$ cat config.mk
export PLATFORM = sky130hd
export DESIGN_NAME = generador_temporizacion_vga_flat
export DESIGN_NICKNAME = d
export VERILOG_FILES = /design/src/rtl/generador_temporizacion_vga_if.sv /design/src/rtl/generador_temporizacion_vga.sv /design/src/flat_wrapper.sv
export SDC_FILE = /design/constraint.sdc
export NUM_CORES = 1
export LEC_CHECK = 0
export ABC_CLOCK_PERIOD_IN_PS = 2170
export CORE_UTILIZATION = 49
export DETAILED_ROUTE_END_ITERATION = 16
export HOLD_SLACK_MARGIN = 0.12
export PLACE_DENSITY = 0.86
export SYNTH_ARGS = -nofsm -noshare
export SYNTH_HDL_FRONTEND = slang
export SYNTH_SLANG_ARGS = --single-unit
$ cat constraint.sdc
create_clock -name Clk -period 2.17 [get_ports Clk]
set_clock_uncertainty 0.2 [all_clocks]
set_input_delay 0.651 -clock Clk [delete_from_list [all_inputs] [get_ports Clk]]
set_output_delay 0.651 -clock Clk [all_outputs]
set_load 0.02 [all_outputs]
$ cat src/rtl/generador_temporizacion_vga_if.sv
// rtl/generador_temporizacion_vga_if.sv - timing bundle from the VGA timing generator to downstream stages
interface generador_temporizacion_vga_if;
  logic       pixTick;
  logic [9:0] cntHorizontal;
  logic [9:0] cntVertical;
  logic       HSync;
  logic       VSync;
  logic       blank;
  logic       frameStart;

  modport master (
    output pixTick, cntHorizontal, cntVertical, HSync, VSync, blank, frameStart
  );

  modport slave (
    input pixTick, cntHorizontal, cntVertical, HSync, VSync, blank, frameStart
  );
endinterface

$ cat src/rtl/generador_temporizacion_vga.sv
// rtl/generador_temporizacion_vga.sv - VGA timing generator (pixel prescaler, counters, sync/blank decode; TIMING_REG_OUT_EN registers sync/blank)
module generador_temporizacion_vga #(
  parameter int CLK_DIV  = 2,
  parameter int H_ACTIVE = 640,
  parameter int H_FP     = 16,
  parameter int H_SYNC   = 96,
  parameter int H_BP     = 48,
  parameter int V_ACTIVE = 480,
  parameter int V_FP     = 10,
  parameter int V_SYNC   = 2,
  parameter int V_BP     = 33
) (
  input  logic                          Clk,
  input  logic                          Reset,
  generador_temporizacion_vga_if.master tim
);

  localparam int H_TOTAL = H_ACTIVE + H_FP + H_SYNC + H_BP;
  localparam int V_TOTAL = V_ACTIVE + V_FP + V_SYNC + V_BP;
  localparam int PW      = (CLK_DIV > 1) ? $clog2(CLK_DIV) : 1;

  localparam logic [PW-1:0] PRESC_LAST = PW'(CLK_DIV - 1);
  localparam logic [9:0]    H_LAST     = 10'(H_TOTAL - 1);
  localparam logic [9:0]    V_LAST     = 10'(V_TOTAL - 1);
  localparam logic [9:0]    H_VIS      = 10'(H_ACTIVE);
  localparam logic [9:0]    V_VIS      = 10'(V_ACTIVE);
  localparam logic [9:0]    HS_BEG     = 10'(H_ACTIVE + H_FP);
  localparam logic [9:0]    HS_END     = 10'(H_ACTIVE + H_FP + H_SYNC);
  localparam logic [9:0]    VS_BEG     = 10'(V_ACTIVE + V_FP);
  localparam logic [9:0]    VS_END     = 10'(V_ACTIVE + V_FP + V_SYNC);

  // Counters are 10 bits wide, so the frame geometry must fit in 1024x1024.
  if (H_TOTAL > 1024) begin : g_chk_h_total
    $error("generador_temporizacion_vga: H_TOTAL=%0d exceeds 1024", H_TOTAL);
  end
  if (V_TOTAL > 1024) begin : g_chk_v_total
    $error("generador_temporizacion_vga: V_TOTAL=%0d exceeds 1024", V_TOTAL);
  end
  if (CLK_DIV < 1) begin : g_chk_clk_div
    $error("generador_temporizacion_vga: CLK_DIV=%0d must be >= 1", CLK_DIV);
  end

  logic [PW-1:0] presc_q, presc_d;
  logic          tick_q, tick_d;
  logic [9:0]    h_q, h_d;
  logic [9:0]    v_q, v_d;
  logic          fs_q, fs_d;
  logic          hs_dec, vs_dec, bl_dec;

  // Next-state: prescaler wrap, pixel tick, raster counters and frame-start flag.
  always_comb begin
    presc_d = (presc_q == PRESC_LAST) ? '0 : presc_q + 1'b1;
    tick_d  = (presc_q == PRESC_LAST);
    h_d     = h_q;
    v_d     = v_q;
    fs_d    = 1'b0;
    if (tick_q) begin
      if (h_q == H_LAST) begin
        h_d = '0;
        if (v_q == V_LAST) begin
          v_d  = '0;
          fs_d = 1'b1;
        end else begin
          v_d = v_q + 10'd1;
        end
      end else begin
        h_d = h_q + 10'd1;
      end
    end
  end

  // State registers; reset clears everything so the raster restarts at (0,0).
  always_ff @(posedge Clk or negedge Reset) begin
    if (!Reset) begin
      presc_q <= '0;
      tick_q  <= 1'b0;
      h_q     <= '0;
      v_q     <= '0;
      fs_q    <= 1'b0;
    end else begin
      presc_q <= presc_d;
      tick_q  <= tick_d;
      h_q     <= h_d;
      v_q     <= v_d;
      fs_q    <= fs_d;
    end
  end

  // Sync pulses (active low) and blanking decoded straight from the counter registers.
  always_comb begin
    hs_dec = !((h_q >= HS_BEG) && (h_q < HS_END));
    vs_dec = !((v_q >= VS_BEG) && (v_q < VS_END));
    bl_dec = (h_q >= H_VIS) || (v_q >= V_VIS);
  end

`ifdef TIMING_REG_OUT_EN
  logic hs_q, vs_q, bl_q;

  // Registered sync/blank: glitch-free pins, one Clk behind the counters.
  always_ff @(posedge Clk or negedge Reset) begin
    if (!Reset) begin
      hs_q <= 1'b1;
      vs_q <= 1'b1;
      bl_q <= 1'b1;
    end else begin
      hs_q <= hs_dec;
      vs_q <= vs_dec;
      bl_q <= bl_dec;
    end
  end

  assign tim.HSync = hs_q;
  assign tim.VSync = vs_q;
  assign tim.blank = bl_q;
`else
  assign tim.HSync = hs_dec;
  assign tim.VSync = vs_dec;
  assign tim.blank = bl_dec;
`endif

  assign tim.pixTick       = tick_q;
  assign tim.cntHorizontal = h_q;
  assign tim.cntVertical   = v_q;
  assign tim.frameStart    = fs_q;

endmodule

$ cat src/flat_wrapper.sv
// flat-port wrapper written by rule: the top's interface ports become plain ports
module generador_temporizacion_vga_flat 
#(
  parameter int CLK_DIV  = 2,
  parameter int H_ACTIVE = 640,
  parameter int H_FP     = 16,
  parameter int H_SYNC   = 96,
  parameter int H_BP     = 48,
  parameter int V_ACTIVE = 480,
  parameter int V_FP     = 10,
  parameter int V_SYNC   = 2,
  parameter int V_BP     = 33
)
  (Clk, Reset, tim_pixTick, tim_cntHorizontal, tim_cntVertical, tim_HSync, tim_VSync, tim_blank, tim_frameStart);
  generador_temporizacion_vga_if tim_i ();
  input  logic Clk;
  input  logic Reset;
  output wire logic [$bits(tim_i.pixTick)-1:0] tim_pixTick;
  output wire logic [$bits(tim_i.cntHorizontal)-1:0] tim_cntHorizontal;
  output wire logic [$bits(tim_i.cntVertical)-1:0] tim_cntVertical;
  output wire logic [$bits(tim_i.HSync)-1:0] tim_HSync;
  output wire logic [$bits(tim_i.VSync)-1:0] tim_VSync;
  output wire logic [$bits(tim_i.blank)-1:0] tim_blank;
  output wire logic [$bits(tim_i.frameStart)-1:0] tim_frameStart;
  assign tim_pixTick = tim_i.pixTick;
  assign tim_cntHorizontal = tim_i.cntHorizontal;
  assign tim_cntVertical = tim_i.cntVertical;
  assign tim_HSync = tim_i.HSync;
  assign tim_VSync = tim_i.VSync;
  assign tim_blank = tim_i.blank;
  assign tim_frameStart = tim_i.frameStart;
  generador_temporizacion_vga #(.CLK_DIV(CLK_DIV), .H_ACTIVE(H_ACTIVE), .H_FP(H_FP), .H_SYNC(H_SYNC), .H_BP(H_BP), .V_ACTIVE(V_ACTIVE), .V_FP(V_FP), .V_SYNC(V_SYNC), .V_BP(V_BP)) u_core (.Clk(Clk), .Reset(Reset), .tim(tim_i));
endmodule
---- Yosys cells after proc, flatten, opt, wreduce, memory -nomap -nowiden ----
Cells that the tools add are included.
Widths: inputs -> output; s select.
word-level totals
  register bits ........................... 23
  input port bits ......................... 2
  output and inout bits ................... 25
  word-level logic and storage cells ...... 28
operators by class
  add/subtract/negate cells ............... 3
  order comparisons ....................... 6
  eq/ne operators ......................... 2
  multiplexer cells ....................... 6
  reduce and logical (&&, ||, !) cells .... 6
operator list
  kind                   number
  $add 10x1->10 const B  2
  $eq 10x10->1 const B   2
  $ge 10x10->1 const B   2
  $ge 10x9->1 const B    2
  $mux 10                2
  $lt 10x10->1 const B   1
  $lt 10x9->1 const B    1
  $mux 1                 4
  $logic_and 1x1->1      2
  $logic_not 1->1        2
  $reduce_and 2->1       1
  $add 1x1->1 const B    1
  $logic_or 1x1->1       1

---- Longest topological paths before layout ----
  depth in word-level cells ............... 4
  depth in mapped cells ................... 5
  mapped depth without buffers ............ 5

---- Worst setup path before layout ----
Ideal clock, no wire load.
  path type ............................... register to output
  start ................................... reg u_core.h_q[5] (netlist: u_core.tim.cntHorizontal[5])
  end ..................................... out tim_HSync
  arrival ................................. 1.288 ns
  required time ........................... 1.319 ns
  slack ................................... 0.031 ns
  cell stages (with the launch flop) ...... 3
  path buffers ............................ 0
  cells stage by stage .................... dfrtp_1 -> or2_4 -> o21ai_0
between the ends
  word-level cells in the longest chain between the ends .. 3
  elaborated cells on any way between the ends .. 4
  classes of those cells .................. 2 x order compare; 2 x reduce/logical
RTL lines
  item                                          line                               source
  start, declared                               generador_temporizacion_vga.sv:45  logic [9:0] h_q, h_d;
  start signal, assigned                        generador_temporizacion_vga.sv:77  h_q <= '0;
  start signal, assigned                        generador_temporizacion_vga.sv:83  h_q <= h_d;
  $ge 10x10->1 or $lt 10x10->1 (tied branches)  generador_temporizacion_vga.sv:91  hs_dec = !((h_q >= HS_BEG) && (h_q < HS_END));
  $logic_and 1x1->1 (*)                         generador_temporizacion_vga.sv:91
  $logic_not 1->1 (*)                           generador_temporizacion_vga.sv:91
  end, declared                                 flat_wrapper.sv:21                 output wire logic [$bits(tim_i.HSync)-1:0] tim_HSync;
Mark *: on every way between the ends. The rest lies on a longest branch, timed or not.

---- Final worst setup path ----
  start ................................... reg u_core.v_q[4] (netlist: u_core.tim.cntVertical[4])
  end ..................................... out tim_VSync
between the ends
  word-level cells in the longest chain between the ends .. 3
  elaborated cells on any way between the ends .. 4
  classes of those cells .................. 2 x order compare; 2 x reduce/logical
RTL lines
  item                                        line                               source
  start, declared                             generador_temporizacion_vga.sv:46  logic [9:0] v_q, v_d;
  start signal, assigned                      generador_temporizacion_vga.sv:84  v_q <= v_d;
  $ge 10x9->1 or $lt 10x9->1 (tied branches)  generador_temporizacion_vga.sv:92  vs_dec = !((v_q >= VS_BEG) && (v_q < VS_END));
  $logic_and 1x1->1 (*)                       generador_temporizacion_vga.sv:92
  $logic_not 1->1 (*)                         generador_temporizacion_vga.sv:92
  end, declared                               flat_wrapper.sv:22                 output wire logic [$bits(tim_i.VSync)-1:0] tim_VSync;
Marked as above.

==> results.json <==
{
  "postCtsHoldBufs": 0,
  "clk_pin_slew_ns": 0.12,
  "post-route-period-util": 0.964,
  "seqCellArea_um2": 576,
  "p_leak_nw": 0.838,
  "cts_sinks": 23,
  "yosysWarnings": 0,
  "status": "finished, final reports clean",
  "synthTopCellsByArea": "dfrtp_1, nand3_1, xnor2_1, xor2_1, ha_1",
  "synth.distinct_cells": 26,
  "dp_slack_ns": -0.0607,
  "powerDensity_mw_per_mm2": 387,
  "multi_input_area_um2": 588,
  "drv_slew": 0,
  "critPathMaxStageDelay_ns": 0.41,
  "ys_seq_area_frac": 0.488,
  "syn-cell-area_mm2": 0.00118,
  "fin_crit_ns": 2.09,
  "cts_inserted_buffers": 3,
  "synth_area_per_cell_um2": 10.4,
  "power.total_mw": 0.635,
  "critPathArrivalTime_ns": 1.24,
  "antenna_found_initial": 0,
  "cp-start-kind": "flip-flop",
  "placedCellCount": 188,
  "synth_cells": 113,
  "start_util": 0.528,
  "worstSetupPathType": "flip-flop to output port",
  "final_util": 0.734,
  "grt_use_met2": 0.414,
  "path_buf_inv": 1,
  "fp.coreArea_mm2": 0.00223,
  "holdCritPathClass": "flip-flop to flip-flop",
  "final_nets": 171,
  "rsz0062_at_grt": "true",
  "dieArea_mm2": 0.00261,
  "grt_overflow": 0,
  "ios": 27,
  "clock.fmax_ghz": 0.478,
  "dr_total_vias": 1050,
  "insertion_delay_ns": 0.31,
  "drt_iter0_markers": 6,
  "instances_no_fill": 192,
  "min_from": "u_core.presc_q",
  "clock-root-buffer": "clkbuf_4",
  "rrSetupSlack_ns": 0.14,
  "synth_seq_cells": 23,
  "whs_path_depth": 0,
  "area_delta_synth_final_pct": 38.9,
  "path_cells": "nor4_2 -> nand3_1 -> buf_2",
  "drtPass1Iterations": 4,
  "timing.final.ws_setup_ns": 0.0784,
  "htree_levels": 1,
  "top_usage_layer": "met2",
  "worstReg2RegStart": "u_core.tim.cntHorizontal[0]",
  "gp_congestion": 0.877,
  "drc": 0,
  "insertedDiodeCount": 0,
  "fillerInstances": 179,
  "cts_tree": "done",
  "hpwlAfterDp_um": 2050,
  "synth_nets": 119,
  "finalWirelength_um": 2640,
  "io_buffer_count": 26,
  "slowest_stage": "dfrtp_1",
  "r2r_cells": 5,
  "die-height_um": 51.1,
  "holdPathEnd": "u_core.tim.pixTick",
  "ant_nets": 0,
  "dieWidth_um": 51.1,
  "cts_buffer_depth": 2,
  "grt_pass1_wl_um": 4330,
  "post-cts-setup-buffer-count": 0,
  "critPathTopFamily": "flip-flops",
  "grt_max_degree": 24,
  "drv_cap": 0,
  "tightest_slew_ns": 0.323,
  "via_per_inst": 5.47,
  "synth_area_leader_cell": "dfrtp_1",
  "hold_viol_final": 0,
  "gr-usage-met1": 0.264,
  "use_met3": 0.0298,
  "peakVddDrop_v": 0.000408,
  "cp.required_ns": 1.32,
  "reg2reg_to": "u_core.tim.cntVertical[9]",
  "synth_top_area_share": 0.488,
  "relSlewSlack": 0.783,
  "fp-row-count": 17,
  "wl_per_cell_um": 13.7,
  "drive_gt1_frac": 0.220,
  "setup_viol": 0,
  "cp-end-kind": "output port",
  "grt_pass1_vias": 997,
  "grt_usage": 0.226,
  "cp_max_fo": 2
}
-- stage by stage --
stage / hold slack (ns) / instance area (um^2) / setup TNS (ns)
6_report: 0.197 / 1640 / 0
5_1_grt: 0.215 / 1640 / -0.0120
4_1_cts: 0.201 / 1630 / 0
3_5_place_dp: 0.172 / 1630 / -0.0748
3_3_place_gp: 0.164 / 1630 / -0.0503
2_1_floorplan: 0.154 / 1180 / 0
-- registers in the layout (all words and copies together), names as in the netlist --
register	count
u_core.tim.frameStart	1
u_core.presc_q	1
u_core.tim.cntVertical	10
u_core.tim.pixTick	1
u_core.tim.cntHorizontal	10
-- metal layers --
metal  up-vias  wire (um)
li1        510          -
met1       501       1100
met2        37       1390
met3         2        119
met4         0         22
met5         -          0
-- power by group --
part | leakage (nW) | switching [mW] | internal [mW]
combinational | 0.516 | 0.00815 | 0.00276
sequential | 0.307 | 0 | 0.428
clock | 0.0150 | 0.124 | 0.0718
-- cell usage after synthesis --
master,instances
and2_1,1
and4_2,1
nor4_4,1
nor4_1,3
xnor2_1,6
or4b_1,1
nor2_1,7
nand3b_1,1
o21ai_0,10
ha_1,4
or2_4,1
and4b_1,3
o41ai_1,1
and4_1,1
xor2_1,6
buf_4,1
a21oi_1,2
and3_1,2
nand4_1,4
nor3_1,3
nand2_1,8
nand4b_4,1
nand3_1,15
dfrtp_1,23
inv_1,6
nand4_4,1
-- cell usage in the layout, fill, tap and decap left out, drive strengths merged, types with 5 or more instances in the layout --
cell / count
nand2: 8
dfrtp: 23
xor2: 6
inv: 6
o21ai: 10
nor2: 7
dlygate4sd2: 19
buf: 25
nand4: 5
xnor2: 6
nand3: 15
-- cells by family (layout without fill, tap and decap cells) --
family	Yosys count	after routing	share of synthesized area
AO/OA/AOI/OAI	13	13	0.0583
XOR/XNOR	12	12	0.0891
adder cells (fa/ha/maj)	4	4	0.0424
buffers and inverters	7	58	0.0255
flip-flops	23	23	0.488
AND/OR/NAND/NOR	54	54	0.297
-- how the worst max path moves through the flow --
stage | end | from | cells after the start
after floorplan | tim_HSync | u_core.tim.cntHorizontal[5] | 2
after global routing | tim_VSync | u_core.tim.cntVertical[2] | 3
final | tim_VSync | u_core.tim.cntVertical[4] | 3
after detailed placement | tim_HSync | u_core.tim.cntHorizontal[5] | 3
after CTS | tim_pixTick | u_core.tim.pixTick | 1
after global placement | tim_HSync | u_core.tim.cntHorizontal[5] | 3
-- worst reg2reg max path: cells and delay by family, from the launching register on --
family / cells / cell delay (ns)
adder cells (fa/ha/maj): 1 / 0.27
AND/OR/NAND/NOR: 3 / 0.93
AO/OA/AOI/OAI: 1 / 0.15
flip-flops: 1 / 0.41
-- final cells by class --
class,count,area share
Clock buffer,4,0.0160
Inverter,6,0.0137
Multi-Input combinational cell,83,0.359
Sequential cell,23,0.351
Tap cell,28,0.0214
Timing Repair Buffer,48,0.239
-- what timing repair did --
item	in CTS	in global routing
cloned	0	0
gates resized for setup	33	5
endpoints found under the hold margin	0	0
endpoints found under the setup margin	22	5
Power figures use the tool's default switching activity.
